$ cat src/rtl/chip8_pkg.sv
// Shared CHIP-8 definitions: address/opcode widths, program start address and
// the instruction-fetch state encoding.
package chip8_pkg;

  localparam int unsigned CHIP8_ADDR_W     = 12;
  localparam int unsigned CHIP8_MEM_BYTES  = 4096;
  localparam int unsigned CHIP8_OP_W       = 16;
  localparam logic [CHIP8_ADDR_W-1:0] CHIP8_PROG_START = 12'h200;

  // 2'd3 is unused; the fetch FSM recovers from it to FETCH_HI.
  typedef enum logic [1:0] {
    FETCH_HI = 2'd0,
    FETCH_LO = 2'd1,
    HOLD     = 2'd2
  } fetch_state_e;

endpackage

$ cat src/rtl/chip8_fetch.sv
// CHIP-8 instruction fetch: reads two consecutive bytes big-endian from the
// combinational byte memory, presents the opcode on a valid/ready handshake and
// owns the program counter, which execute may redirect at any time.
module chip8_fetch
  import chip8_pkg::*;
#(
  parameter logic [CHIP8_ADDR_W-1:0] RESET_PC = CHIP8_PROG_START
) (
  input  logic                    clk,
  input  logic                    rst_n,
  input  logic                    run,
  output logic [CHIP8_ADDR_W-1:0] mem_addr,
  input  logic [7:0]              mem_data,
  output logic                    op_valid,
  input  logic                    op_ready,
  output logic [CHIP8_OP_W-1:0]   opcode,
  output logic [CHIP8_ADDR_W-1:0] op_pc,
  input  logic                    pc_load,
  input  logic [CHIP8_ADDR_W-1:0] pc_load_addr,
  output logic [CHIP8_ADDR_W-1:0] pc
);

  fetch_state_e state, next_state;
  logic [7:0]   hi_byte;

  // State register.
  // NOTE: sequential state uses non-blocking assignments so every register
  // samples pre-edge values regardless of process ordering.
  always_ff @(posedge clk or negedge rst_n) begin
    if (!rst_n) state <= FETCH_HI;
    else        state <= next_state;
  end

  // Next-state and memory address; a redirect overrides everything.
  // NOTE: defaults are assigned first so no path leaves a signal unassigned,
  // which would otherwise infer a latch.
  always_comb begin
    next_state = FETCH_HI;
    mem_addr   = pc;
    unique case (state)
      FETCH_HI: next_state = run ? FETCH_LO : FETCH_HI;
      FETCH_LO: begin
        next_state = HOLD;
        mem_addr   = pc + 12'd1;  // wraps 0xFFF -> 0x000
      end
      HOLD:     next_state = op_ready ? FETCH_HI : HOLD;
      default:  next_state = FETCH_HI;
    endcase
    if (pc_load) next_state = FETCH_HI;
  end

  // PC, high-byte latch, opcode register and handshake flag.
  always_ff @(posedge clk or negedge rst_n) begin
    if (!rst_n) begin
      pc       <= RESET_PC;
      hi_byte  <= 8'h00;
      opcode   <= '0;
      op_pc    <= '0;
      op_valid <= 1'b0;
    end else if (pc_load) begin
      // A partial fetch is simply abandoned; hi_byte is rewritten next time.
      pc       <= pc_load_addr;
      op_valid <= 1'b0;
    end else begin
      case (state)
        FETCH_HI: if (run) hi_byte <= mem_data;
        FETCH_LO: begin
          opcode   <= {hi_byte, mem_data};
          op_pc    <= pc;
          pc       <= pc + 12'd2;
          op_valid <= 1'b1;
        end
        HOLD:     if (op_ready) op_valid <= 1'b0;
        default:  ;
      endcase
    end
  end

endmodule
$ cat config.mk
export PLATFORM = sky130hd
export DESIGN_NAME = chip8_fetch
export DESIGN_NICKNAME = d
export VERILOG_FILES = /design/src/rtl/chip8_pkg.sv /design/src/rtl/chip8_fetch.sv
export SDC_FILE = /design/constraint.sdc
export NUM_CORES = 1
export LEC_CHECK = 0
export CAP_MARGIN = 0
export CORE_ASPECT_RATIO = 1.25
export CORE_MARGIN = 5
export CORE_UTILIZATION = 42
export CTS_BUF_LIST = sky130_fd_sc_hd__clkbuf_16
export CTS_CLUSTER_SIZE = 14
export DETAILED_ROUTE_END_ITERATION = 12
export PLACE_DENSITY = 0.77
export SLEW_MARGIN = 30
export SYNTH_ARGS = -nofsm -noshare
export SYNTH_HDL_FRONTEND = slang
export SYNTH_SLANG_ARGS = --single-unit
$ cat constraint.sdc
create_clock -name clk -period 1.59 [get_ports clk]
set_clock_uncertainty 0.05 [all_clocks]
set_input_delay 0.318 -clock clk [delete_from_list [all_inputs] [get_ports clk]]
set_output_delay 0.318 -clock clk [all_outputs]
set_load 0.01 [all_outputs]
==> summary.md <==
| Metric | Value |
|---|---|
| Status | finished with violations |
| Violated checks | setup timing |
| First-pass GRT wire length | between 10,000 and 15,000 µm |
| CP Capture Type | output pin |
| Buffers on Ports | 77 |
| Initial Util | roughly 43% |
| Layout fillers | 423 |
| Yosys cell types | 27 |
| Worst min path class | in2async |
| Mapped Area | ~2400 µm² |
| Syn Inst Count | between 150 and 200 |
| Diode count | 0 |
| Final Instance Area | just under 4000 µm² |
| Final WS setup | -354 ps |
| Die width | 78.0 µm |
| Die height | between 90 and 100 µm |
| WL final | roughly 6300 µm |
| Vias in the first global route | around 2,100 |
| Grt peak-use layer | met2 |
| Sequence of cells on the critical path | and4b_2 > nand3_4 > nor3_4 > xor2_1 > buf_2 |
| Sinks on Clock Net | a little over 50 |
| Clock Path Buffers | 2 |
| Sequential element share of the synthesized area | 52.6% |
| Most numerous cell in the Yosys netlist | dfrtp_1 |
| Min cycle time layout | 1940 ps |
| Cell taking the most area after synthesis | dfrtp_1 |
| Clock-pin slew on the worst setup and hold paths | around 70 ps |
| Async SR Flop Fraction | between 90% and 100% |
| Initial antenna violation count | 0 |
| Post-Synth XOR/XNOR Area | around 7.6% |
| Post-synth top flop | dfrtp_1 |
| Routed len/inst | roughly 17 µm |
| Post-DP HPWL | around 4400 µm |
| First-pass DRT Iterations | 4 |
| Main combinational cell family by area after synthesis | multiplexers |
| Area after DPL | about 3500 µm² |
| Number of synthesized flops with an enable pin | 0 |
| Crit path max-delay family | simple AND/OR/NAND/NOR gates |
| Crit Path Max Fanout | 4 |
| Max incr delay on CP | about 390 ps |
| Yosys top cell area share | between 50% and 60% |
| FMAX | around 500 MHz |
| Setup violators final | 43 |
| Synth Area in Simple Gates | about 11% |
| GR Overflow Total | 0 |
| Tightest Pin Transition | approximately 420 ps |
| Layout cells sized above 1 | around 43% |
| # rows | 31 |
| Syn Area/Cell | about 13 µm² |
| RSZ-0062 raised after global routing | yes |
| Ports | between 70 and 80 |
| Largest cells by area after synthesis | dfrtp_1 (52%), mux2_4 (12%), mux2_2 (8.3%) |
| Antenna-violating nets left | 0 |
| Routed vias | ~1,900 |
| Critical path class | reg2out |
| Met1 Usage GRT | approximately a fifth |
| GRT Total Usage | between 10% and 20% |
| Max-cap viol count | 0 |
| Final Wtd Congestion | 0.781 |
| Mux share of post-synthesis cell area | between 20% and 30% |
| Adder-Cell Fraction of Synth Area | under 10% |
| Buf/Inv on CP | 1 |
| WP depth | 5 |
| Drc violations | 0 |
| Synth Area in Compound Gates | about 2.5% |
| Critical path arrival | ~1600 ps |
| Final net count | ~340 |
| H-tree Lvls | 2 |
| Peak VDD IR | 609 µV |
| Synthesis Warnings | 0 |
| Pwr Density | ~1200 nW/µm² |
| Synth Register Bits | slightly above 50 |
| Final Slew Violations | 0 |
| CP max-delay cell | dfrtp_1 |
| WP data required | roughly 1200 ps |
| Vias per inst | 5.01 |
| Layout area overhead | 62.1% |
| CTS tree | done |
| Syn nets | roughly 210 |
| CTS root buffer | clkbuf_16 |
| M3 GR Usage | ~2.5% |
| Final Cycle Share | 122% |
| Iter 0 DRT Violations | 77 |
| Final Hold Fails | 0 |
| Skew-Pair Late Insertion Delay | approximately 280 ps |
| Grt met2 use | between 30% and 40% |
| Core area | about 5700 µm² |
| Largest net degree at the start of global routing | 30 |
| TritonCTS buffer count | 5 |
| Synth cell count leaders | dfrtp_1 (50), mux2_4 (20), nand2_1 (19), mux2_2 (18), xor2_1 (14) |
| Leakage | 1.88 nW |
| Startpoint types | flop |
| Hold WS | around 450 ps |
| Headroom to the max-slew limit | a little under three quarters |
| Die ar. | 7410 µm² |
| Worst Reg-to-Reg Cells | 7 |
power breakdown:
group / switching, mW / internal, mW
registers: 0.184 / 1.61
logic: 0.568 / 1.01
clock network: 0.465 / 0.901
total: 1.22 / 3.52
layout by cell type (no fill, tap or decap), types with 2 or more instances in the layout:
master            n
bufinv_16         2
clkbuf_16         5
buf_12            3
and4b_2           2
dfrtp_1          48
clkdlybuf4s15_1   3
xor2_1           13
nand2_2           2
buf_4            39
nand4_1           4
nand3_4           2
buf_6             9
dlygate4sd2_1     8
nand2_1          17
buf_2            13
nor2_2            2
dlymetal6s2s_1   10
nor2_1            3
o21ai_0           9
nor2b_4           2
nand3_2           2
nand3_1           2
clkdlybuf4s50_1  42
mux2_2           10
o21ai_1           3
dfrtp_2           2
and4_1            2
and2_1            2
xnor2_1           6
mux2_4           28
layout make-up:
| class | instances | area (µm²) | area share (%) |
|---|---|---|---|
| sequential | 51 | 1280 | 32.5 |
| clock inverter | 3 | 67.6 | 1.72 |
| multi-input combinational | 121 | 1170 | 29.8 |
| clock buffer | 5 | 125 | 3.18 |
| tap | 66 | 82.6 | 2.10 |
| timing repair buffer | 130 | 1210 | 30.7 |
worst reg2reg max path: stages (launching register included):
cell and delay (ps):
dfrtp_1 390, buf_4 170, nor2b_4 200, buf_6 120, nor2b_4 230, buf_6 140
buf_12 130, mux2_4 300
cells by family (layout without fill, tap and decap cells):
logic type / count (synthesis) / count (layout)
AND/OR/NAND/NOR: 47 / 47
XOR/XNOR: 21 / 21
AO/OA/AOI/OAI: 12 / 12
flip-flops: 51 / 51
multiplexers: 39 / 39
adder cells (fa/ha/maj): 2 / 2
buffers and inverters: 10 / 138
path summary, 6_finish.rpt:
kind / from / to / slack, ps
worst min-delay path: rst_n / op_pc[1] / 450
worst min register to register: hi_byte[2] / opcode[10] / 460
worst max register to register: state[1] / opcode[5] / -260
max in group asynchronous: rst_n / opcode[11] / 540
min in group clk: hi_byte[2] / opcode[10] / 460
worst max-delay path: state[1] / mem_addr[9] / -350
sequential cells by signal (all words and copies together) (netlist names):
signal	count
op_pc	12
hi_byte	8
op_valid	1
state	2
opcode	16
pc	12
routing by layer:
metal / share of wire (%) / up-vias
met4: 1.5 / 0
li1: - / 882
met2: 56 / 52
met1: 39 / 945
met3: 3.7 / 4
met5: 0 / -
per-stage QoR:
stage,std cells,setup WS (ps),util (%),TNS (ps),power (mW)
5_1_grt,376,-437,69.0,-13050,4.96
3_3_place_gp,355,-431,62.0,-10300,3.33
2_1_floorplan,182,-71.2,-,-288,2.47
6_report,376,-354,69.0,-9750,4.73
3_5_place_dp,355,-494,62.0,-11560,3.37
4_1_cts,373,-368,67.5,-8520,4.79
repair_timing:
action                                 CTS  global route
hold buffers                             1             0
gates cloned                             1             0
endpoints found under the hold margin   13             0
pin swaps                               10             4
buffers inserted                         8             3
setup endpoints to repair               60            63
resized for setup                       89            20
Note: power is estimated with default switching activity, not from simulation.
